$ cat src/rtl/main_ctrl_pkg.sv
// Shared types and constants for the 3x3 streaming pixel filter.
package main_ctrl_pkg;

  localparam int PW  = 5;
  localparam int WIN = 3;

  typedef logic [PW-1:0] pixel_t;

  // Index 0 is the top image row, index 2 the bottom row.
  typedef pixel_t [0:WIN-1] column_t;

  localparam logic MODE_MEDIAN = 1'b0;
  localparam logic MODE_GAUSS  = 1'b1;

  // Zero-extends a pixel into the Gaussian accumulator width.
  function automatic logic [8:0] extendPixel(input pixel_t p);
    return {4'b0000, p};
  endfunction

endpackage

$ cat src/rtl/main_ctrl_unit_median9.sv
// Combinational exact median of nine pixels using a rank-count compare.
module median9
  import main_ctrl_pkg::*;
(
  input  pixel_t pix_i [9],
  output pixel_t median_o
);

  logic [3:0] rank [9];

  // Each pixel's rank is the number of pixels strictly ahead of it; equal
  // values are ordered by position so every rank 0..8 occurs exactly once.
  always_comb begin
    for (int i = 0; i < 9; i++) begin
      rank[i] = 4'd0;
      for (int j = 0; j < 9; j++) begin
        if (j != i) begin
          if ((pix_i[j] < pix_i[i]) || ((pix_i[j] == pix_i[i]) && (j < i))) begin
            rank[i] = rank[i] + 4'd1;
          end
        end
      end
    end
  end

  // Exactly one pixel holds rank 4, so OR-ing the masked pixels selects it.
  always_comb begin
    median_o = '0;
    for (int i = 0; i < 9; i++) begin
      if (rank[i] == 4'd4) begin
        median_o = median_o | pix_i[i];
      end
    end
  end

endmodule

$ cat src/rtl/main_ctrl_unit.sv
// Streaming 3x3 filter core: sliding column window, fill counter, and a
// registered median/Gaussian output selected by mode.
module main_ctrl_unit
  import main_ctrl_pkg::*;
(
  input  logic          clk,
  input  logic          reset,
  input  logic          mode,
  input  logic [PW-1:0] pixel_in0,
  input  logic [PW-1:0] pixel_in1,
  input  logic [PW-1:0] pixel_in2,
  output logic [PW-1:0] pixel_out
);

  // col2 is the oldest (left) column, col1 the centre, col0 the newest (right).
  column_t    col0_q, col1_q, col2_q;
  column_t    col0_d, col1_d, col2_d;
  logic [1:0] fillCount_q, fillCount_d;
  pixel_t     pixelOut_q, pixelOut_d;

  pixel_t     windowPix [9];
  pixel_t     medianPix;
  logic [8:0] gaussSum;
  pixel_t     gaussPix;

  // Flatten the window row-major (top..bottom, left..right) for the median.
  always_comb begin
    for (int r = 0; r < WIN; r++) begin
      windowPix[r*3 + 0] = col2_q[r];
      windowPix[r*3 + 1] = col1_q[r];
      windowPix[r*3 + 2] = col0_q[r];
    end
  end

  median9 u_median9 (
    .pix_i    (windowPix),
    .median_o (medianPix)
  );

  // 1-2-1 / 2-4-2 / 1-2-1 kernel; the peak sum of 496 fits in 9 bits and the
  // truncated divide by 16 always fits in a pixel.
  always_comb begin
    gaussSum = extendPixel(col2_q[0])        + (extendPixel(col1_q[0]) << 1) + extendPixel(col0_q[0])
             + (extendPixel(col2_q[1]) << 1) + (extendPixel(col1_q[1]) << 2) + (extendPixel(col0_q[1]) << 1)
             + extendPixel(col2_q[2])        + (extendPixel(col1_q[2]) << 1) + extendPixel(col0_q[2]);
    gaussPix = pixel_t'(gaussSum >> 4);
  end

  // Shift in one column per cycle, saturate the fill count, and compute a new
  // output from the pre-edge window only once three columns are present.
  always_comb begin
    col0_d[0]   = pixel_in0;
    col0_d[1]   = pixel_in1;
    col0_d[2]   = pixel_in2;
    col1_d      = col0_q;
    col2_d      = col1_q;
    fillCount_d = fillCount_q;
    pixelOut_d  = pixelOut_q;
    if (fillCount_q != 2'd3) begin
      fillCount_d = fillCount_q + 2'd1;
    end
    if (fillCount_q == 2'd3) begin
      pixelOut_d = (mode == MODE_GAUSS) ? gaussPix : medianPix;
    end
  end

  // State registers with synchronous reset; reset empties the window.
  always_ff @(posedge clk) begin
    if (reset) begin
      col0_q      <= '0;
      col1_q      <= '0;
      col2_q      <= '0;
      fillCount_q <= 2'd0;
      pixelOut_q  <= '0;
    end else begin
      col0_q      <= col0_d;
      col1_q      <= col1_d;
      col2_q      <= col2_d;
      fillCount_q <= fillCount_d;
      pixelOut_q  <= pixelOut_d;
    end
  end

  assign pixel_out = pixelOut_q;

endmodule

$ cat config.mk
export PLATFORM = sky130hd
export DESIGN_NAME = main_ctrl_unit
export DESIGN_NICKNAME = d
export VERILOG_FILES = /design/src/rtl/main_ctrl_pkg.sv /design/src/rtl/main_ctrl_unit_median9.sv /design/src/rtl/main_ctrl_unit.sv
export SDC_FILE = /design/constraint.sdc
export NUM_CORES = 1
export LEC_CHECK = 0
export BUFFER_PORTS_ARGS = -buffer_cell sky130_fd_sc_hd__buf_2
export CORE_MARGIN = 3
export CORE_UTILIZATION = 25
export DETAILED_ROUTE_END_ITERATION = 10
export GPL_TIMING_DRIVEN = 0
export PLACE_DENSITY = 0.43
export SKIP_CTS_REPAIR_TIMING = 1
export SYNTH_ARGS = -nofsm -noshare
export SYNTH_HDL_FRONTEND = slang
export SYNTH_HIERARCHICAL = 1
export SYNTH_SLANG_ARGS = --single-unit
$ cat constraint.sdc
create_clock -name clk -period 17.4 [get_ports clk]
set_input_delay 2.61 -clock clk [delete_from_list [all_inputs] [get_ports clk]]
set_output_delay 2.61 -clock clk [all_outputs]
set_load 0.05 [all_outputs]
Word-level counts from Yosys, hierarchy flattened. Cells that the tools add are included.

Logic and storage cells: 328. Bits in registers: 52.

Bitwise gates (word level): 8. Reductions and logical operators: 36. Add/subtract/negate cells: 72. Equality and inequality tests: 47. $lt $le $gt $ge: 72. Muxes and demuxes: 82.

Operator list (count): $lt A5 B5 Y1 (72); $add A4 B1 Y4 const B (63); $mux W4 (63); $eq A5 B5 Y1 (36); $mux W5 (10); $or A5 B5 Y5 (8); $eq A4 B3 Y1 const B (9); $logic_or A1 B1 Y1 (36); $add A9 B5 Y9 (2); $add A9 B6 Y9 (2); $add A8 B6 Y9 (1); $add A9 B7 Y9 (1); $mux W1 (9); $add A7 B5 Y8 (1); $add A5 B6 Y7 (1); $add A2 B1 Y2 const B (1); $eq A2 B2 Y1 const B (1); $ne A2 B2 Y1 const B (1).

Logic depth before layout (Yosys ltp). Gate-level depths: netlist of the first run.

Depth in word-level cells: 35. Depth in mapped cells: 34. Mapped depth without buffers: 34.

By module. Netlist of the first run, hierarchy kept.

By module, submodules not included: median9 (seq. area each 0.0 µm², area each 9004.9 µm², times used 1, cells an instance 1173); main_ctrl_unit (seq. area each 1041.0 µm², area each 2556.2 µm², times used 1, cells an instance 246).

Worst setup path before layout of the first run. Ideal clock, no wire load.

Path kind: reg-to-reg. From: register col1_q[7] (netlist name). To: register pixelOut_q[0] (netlist: pixel_out[0]). Period minus slack after synthesis: 6.585 ns. Path buffers: 0. Setup time: 0.140 ns. Arrival time: 6.445 ns. Cell stages (with the launch flop): 33. Path slack: 10.815 ns. Cell sequence: dfxtp_1 inv_1 ha_1 o21ai_0 a21oi_1 o31ai_1 inv_2 ha_1 xnor2_1 ha_1 nand2_1 a21boi_0 inv_1 ha_1 nor2_1 a21oi_1 ha_1 nand2_1 o21ai_0 a21boi_0 ha_1 nor2_1 nor2_1 ha_1 xor3_1 xnor2_1 a21oi_1 nor3_1 a22o_1 a222oi_1 nand4_1 a21oi_1 a211oi_1.

Word-level cells in the longest chain between the ends: 29. Elaborated cells between the ends (all ways): 143.

Ends and longest elaborated chain: start: declaration (RTL line main_ctrl_unit.sv:16) `column_t col0_q, col1_q, col2_q;`; start signal: assignment (RTL line main_ctrl_unit.sv:77) `col1_q <= col1_d;`; branches (longest 27 deep; another with $lt A5 B5 Y1); $mux W5 * (RTL line main_ctrl_unit_median9.sv:30) `if (rank[i] == 4'd4) begin`; via medianPix[0] (RTL line main_ctrl_unit.sv:22) `pixel_t medianPix;`; $mux W5 * (RTL line main_ctrl_unit.sv:63) `pixelOut_d = (mode == MODE_GAUSS) ? gaussPix : medianPix;`; end signal: assignment (RTL line main_ctrl_unit.sv:80) `pixelOut_q <= pixelOut_d;`; end: declaration (RTL line main_ctrl_unit.sv:19) `pixel_t pixelOut_q, pixelOut_d;`.

Mark *: on every way through the listed nets, which the timed path passes. A chain may end at the register's enable or synchronous reset.

Final worst setup path of the first run.
From: register col2_q[1] (netlist name). To: register pixelOut_q[1] (netlist: pixel_out[1]).

Word-level cells in the longest chain between the ends: 25. Elaborated cells between the ends (all ways): 113.

Ends and longest elaborated chain: start: declaration (RTL line main_ctrl_unit.sv:16); start signal: assignment (RTL line main_ctrl_unit.sv:78) `col2_q <= col2_d;`; branches (longest 23 deep; another with $lt A5 B5 Y1); $mux W5 * (RTL line main_ctrl_unit_median9.sv:30); via medianPix[1] (RTL line main_ctrl_unit.sv:22); $mux W5 * (RTL line main_ctrl_unit.sv:63).

Marks and branches as above.

==> run metrics, run 1 <==
adder-cell share of the synthesized area 32.6%; Worst path most repeated cell ha_1; Post-Synth Simple-Gate Area 20.0%; RSZ-0062 raised after global routing no; mapped cell area 11,600 sq um; Max IR drop VDD 0.0591 mV; top-count cell post-synth ha_1; vias in the first global route 10,409; Final nets 1,749; GRT met2 Usage 26.2%; die height 221 microns; min Tclk post-route 8470 ps; DP HPWL 31,000 microns; initial antenna violation count 0; root buffer cell clkbuf_16; drt wl/cell 18.7 microns; met1 usage 21.4%; pin count of the biggest net entering global routing 16; die width 221 microns; Antenna diodes 0; Pleak 0.00569 uW; RD Place Congestion 0.853; crit end category flip-flop; CTS max path bufs 2; DRC viols 0; Layout area overhead 8.93%; Port Buf Inserts 21; syn nets 1,720; Crit path largest cell delay 1080 ps; Area contributors post-synth ha_1 (27%), dfxtp_1 (9.0%), fa_1 (5.4%), inv_1 (5.2%), xnor2_1 (4.5%); GRT overflow 0; CTS tree done; clk_lat worst skew 290 ps; gr usage total 15.3%; crit path max fanout 10; CP Launch Type flip-flop; Req. time, crit path 17,560 ps; number of DRC markers in iteration 0 624; Cell variety after synth 96; H-tree Lvls 2; Sink Count 52; max_cap viols 0; CTS Buf Count 5; power density cells 130 nW/um^2; Hold WC Path Type reg -> reg; Setup TNS 0 ps; Starting Density 25.4%; vias per cell 5.11; antenna viol nets, final 0; cells after synthesis 1,419; crit path kind reg -> reg; Post-Synth XOR/XNOR Area 10.3%; GR peak layer met2; DRT Pass-1 Iters 6; part of the cycle the worst path needs 48.7%; status finished clean; Worst EP arrival 8630 ps; Routed WL 38,400 microns; max-slew violation count 0; Top Ports 23; Post-synth EDFFs 0; Worst slew margin 8.28%; row count 78; max frequency 118 MHz; Core ar. 45,600 sq um; FFs w/ async S/R, synth 0%; die area 48,900 sq um; layout cells sized above 1 5.52%; Post-Route Skew 5.64 ps; Seq/Total Area, Yosys 9.00%; met3 Usage GRT 0.929%; final-report hold violation count 0; Compound-Gate Fraction of Synth Area 20.0%; largest family of logic cells by synthesized area adder cells; synthesized flop and latch total 52; top_reg_cell synth dfxtp_1; Least-Margin Pin Slew 1370 ps; synth warn 6; Post-Syn Area per Cell 8.15 sq um; Worst-path clk slew 70 ps; final setup violation count 0; mux share of post-synthesis cell area 1.84%; Post-Route Utilization 27.6%; routed via count 10,473; cell taking the most area after synthesis ha_1; first-pass GRT wire length 59,600 microns; CP max-delay cell a31oi_1; top cell type's share of synthesized area 27.3%; top cells by count, synth ha_1 (252), inv_1 (159), nor2_1 (105); Power Total 1640 uW
[where the power goes]
group	internal (uW)	switching [uW]
Combinational	601	786
Sequential	125	17.1
Clock	67.7	43.0
Total	794	846
[cell usage in the layout, fill, tap and decap left out, types with 19 or more instances in the layout]
cell     count
inv_1      159
a21oi_1     59
nor3_1      40
o21ai_0     42
dfxtp_1     52
xnor2_1     60
buf_2       24
nand2_1     97
o21a_1      22
nand3_1     43
a31oi_1     23
nor2b_1     45
ha_1       252
xor2_1      20
and3_1      19
fa_1        31
nor2_1     105
[routing by layer]
metal  part of all wire [%]  routed length, microns
met2                     46                   17800
met5                      0                       0
met3                    3.6                    1400
met4                    1.8                     672
met1                     48                   18500
[metrics by stage]
stage	instances	instance area, sq um	hold slack [ps]	setup slack [ps]
floorplan	1419	11600	468	10820
global placement	2040	12400	488	8990
detailed placement	2041	12400	487	8920
CTS	2049	12600	497	8860
global route	2049	12600	516	8200
finish	2049	12600	499	8930
[critical path: cells and delay by family, from the launching register on]
kind,cells,cell delay (ps)
compound gates,11,3030
xor+xnor,2,560
fa+ha+maj,7,2190
buf+inv,4,860
flops,1,480
mux,1,330
simple gates,7,890
[cell families after synthesis]
family	count (synthesis)
DFF	52
and+or+nand+nor	453
AOI/OAI and AO/OA	322
buffers and inverters	185
adders and majority gates	283
muxes	20
xor gates and xnor gates	104
[worst paths after layout]
check	startpoint	end	slack, ps	cells after the start
worst max-delay path	col2_q[1]	pixel_out[1]	8930	32
worst min-delay path	pixel_out[1]	pixel_out[1]	500	2
worst max register to register	col2_q[1]	pixel_out[1]	8930	32
worst min register to register	pixel_out[1]	pixel_out[1]	500	2
[registers in the layout (all words and copies together), names as in the netlist]
name         count
fillCount_q      2
pixel_out        5
col2_q          15
col0_q          15
col1_q          15
[cell type report]
class                   count  area [sq um]
fillers                  4932         33000
multi-input cells        1182          9820
flip-flops and latches     52          1040
well taps                 600           751
inverters                 161           604
clock buffers               6           129
repair buffers             22           113
plain buffers              24           105
clock inverters             2          35.0
Power figures use the tool's default switching activity.
==> run 2: changes to the inputs <==
==> constraint.sdc (replaced) <==
create_clock -name clk -period 8.8 [get_ports clk]
set_input_delay 1.32 -clock clk [delete_from_list [all_inputs] [get_ports clk]]
set_output_delay 1.32 -clock clk [all_outputs]
set_load 0.05 [all_outputs]
==> run metrics, run 2 (synthesized netlist as in run 1, its figures left out) <==
crit path max fanout 9 (was 10); Final nets 1,749 (unchanged); Power Total 3250 uW (was 1640 uW); Pleak 0.00569 uW (about the same); die height 221 microns (unchanged); Worst-path clk slew 70 ps (about the same); CP Launch Type flip-flop (unchanged); DP HPWL 31,000 microns (unchanged); GR peak layer met2 (unchanged); Least-Margin Pin Slew 1050 ps (was 1370 ps); H-tree Lvls 2 (unchanged); RD Place Congestion 0.853 (unchanged); row count 78 (unchanged); Req. time, crit path 9020 ps (was 17,560 ps); Crit path largest cell delay 870 ps (was 1080 ps); biggest regs col0_q x15, col1_q x15, col2_q x15 (unchanged); filler cell count 4,932 (unchanged); pin count of the biggest net entering global routing 16 (unchanged); final-report hold violation count 0 (unchanged); Sink Count 52 (unchanged); buffer and inverter count on the worst path 4 (unchanged); vias per cell 5.15 (was 5.11); max-slew violation count 0 (unchanged); Setup TNS 0 ps (unchanged); antenna viol nets, final 0 (unchanged); DRT Pass-1 Iters 5 (was 6); vias in the first global route 10,409 (unchanged); crit path kind reg -> reg (unchanged); layout cells sized above 1 5.80% (was 5.52%); die width 221 microns (unchanged); root buffer cell clkbuf_16 (unchanged); GRT met2 Usage 26.2% (unchanged); Starting Density 25.4% (unchanged); Worst path most repeated cell ha_1 (unchanged); Top Ports 23 (unchanged); RSZ-0062 raised after global routing no (unchanged); die area 48,900 sq um (unchanged); Port Buf Inserts 21 (unchanged); power density cells 258 nW/um^2 (was 130 nW/um^2); clk_lat worst skew 290 ps (about the same); Routed WL 38,500 microns (was 38,400 microns); GRT overflow 0 (unchanged); part of the cycle the worst path needs 93.9% (was 48.7%); DRC viols 0 (unchanged); area of the multi-input gates 9840 sq um (was 9820 sq um); routed via count 10,543 (was 10,473); number of DRC markers in iteration 0 692 (was 624); gr usage total 15.3% (unchanged); met1 usage 21.4% (unchanged); initial antenna violation count 0 (unchanged); met3 Usage GRT 0.929% (unchanged); drt wl/cell 18.8 microns (was 18.7 microns); most common cell after layout, fill and taps aside ha_1 (unchanged); final setup violation count 0 (unchanged); min Tclk post-route 8260 ps (was 8470 ps); Worst EP arrival 8480 ps (was 8630 ps); Worst slew margin 29.6% (was 8.28%); Max IR drop VDD 0.117 mV (was 0.0591 mV); Antenna diodes 0 (unchanged); Storage cell area 1040 sq um (unchanged); commonest non-fill, non-tap cells in the layout ha_1 (252), inv_1 (159), nor2_1 (105), nand2_1 (97) (was ha_1 (252), inv_1 (159), nor2_1 (105), nand2_1 (97), xnor2_1 (60)); Core ar. 45,600 sq um (unchanged); Post-Route Skew 5.85 ps (was 5.64 ps); CTS max path bufs 2 (unchanged); Layout area overhead 9.19% (was 8.93%); first-pass GRT wire length 59,600 microns (unchanged); max_cap viols 0 (unchanged); status finished clean (unchanged); CP max-delay cell o31ai_1 (was a31oi_1); crit end category flip-flop (unchanged); CTS tree done (unchanged); CTS Buf Count 5 (unchanged); CP delay by family, top compound AO/OA/AOI/OAI gates (unchanged); max frequency 121 MHz (was 118 MHz); Hold WC Path Type reg -> reg (unchanged)
## run 2: worst paths after layout
check	startpoint	to	slack [ps]	cells after the start
worst min register to register	pixel_out[1]	pixel_out[1]	500	2
worst max register to register	col0_q[13]	pixel_out[3]	540	32
worst min-delay path	pixel_out[1]	pixel_out[1]	500	2
worst max-delay path	col0_q[13]	pixel_out[3]	540	32
## run 2: area by class of cell
class / count / share of cell area, %
inverters: 161 / 4.82
clock inverters: 2 / 0.278
clock buffers: 6 / 1.02
plain buffers: 24 / 0.833
well taps: 600 / 5.95
multi-input cells: 1182 / 78.0
flip-flops and latches: 52 / 8.25
repair buffers: 22 / 0.892
## run 2: where the power goes
part	internal (uW)	switching (uW)	leakage, uW
Clock	134	85.8	0.0000808
Combinational	1190	1560	0.00518
Sequential	248	34.0	0.000427
## run 2: worst reg2reg max path: cells and delay by family, from the launching register on
family	cells	cell delay, ps
fa+ha+maj	7	2230
mux	3	610
buf+inv	4	380
xor+xnor	2	480
flops	1	770
simple gates	5	1010
compound gates	11	2700
## run 2: layer usage
metal / wire length, microns / vias to the layer above
li1: - / 5232
met3: 1490 / 41
met1: 18400 / 5054
met5: 0 / -
met2: 17900 / 216
met4: 733 / 0
## run 2: through the flow
| step | instance area [sq um] | utilization (%) | setup slack, ps | hold slack, ps | instances |
|---|---|---|---|---|---|
| 5_1_grt | 12600 | 27.7 | 47.5 | 516 | 2049 |
| 3_3_place_gp | 12400 | 27.2 | 386 | 488 | 2040 |
| 4_1_cts | 12600 | 27.6 | 264 | 497 | 2049 |
| 2_1_floorplan | 11600 | - | 2220 | 468 | 1419 |
| 6_report | 12600 | 27.7 | 536 | 499 | 2049 |
| 3_5_place_dp | 12400 | 27.3 | 318 | 487 | 2041 |
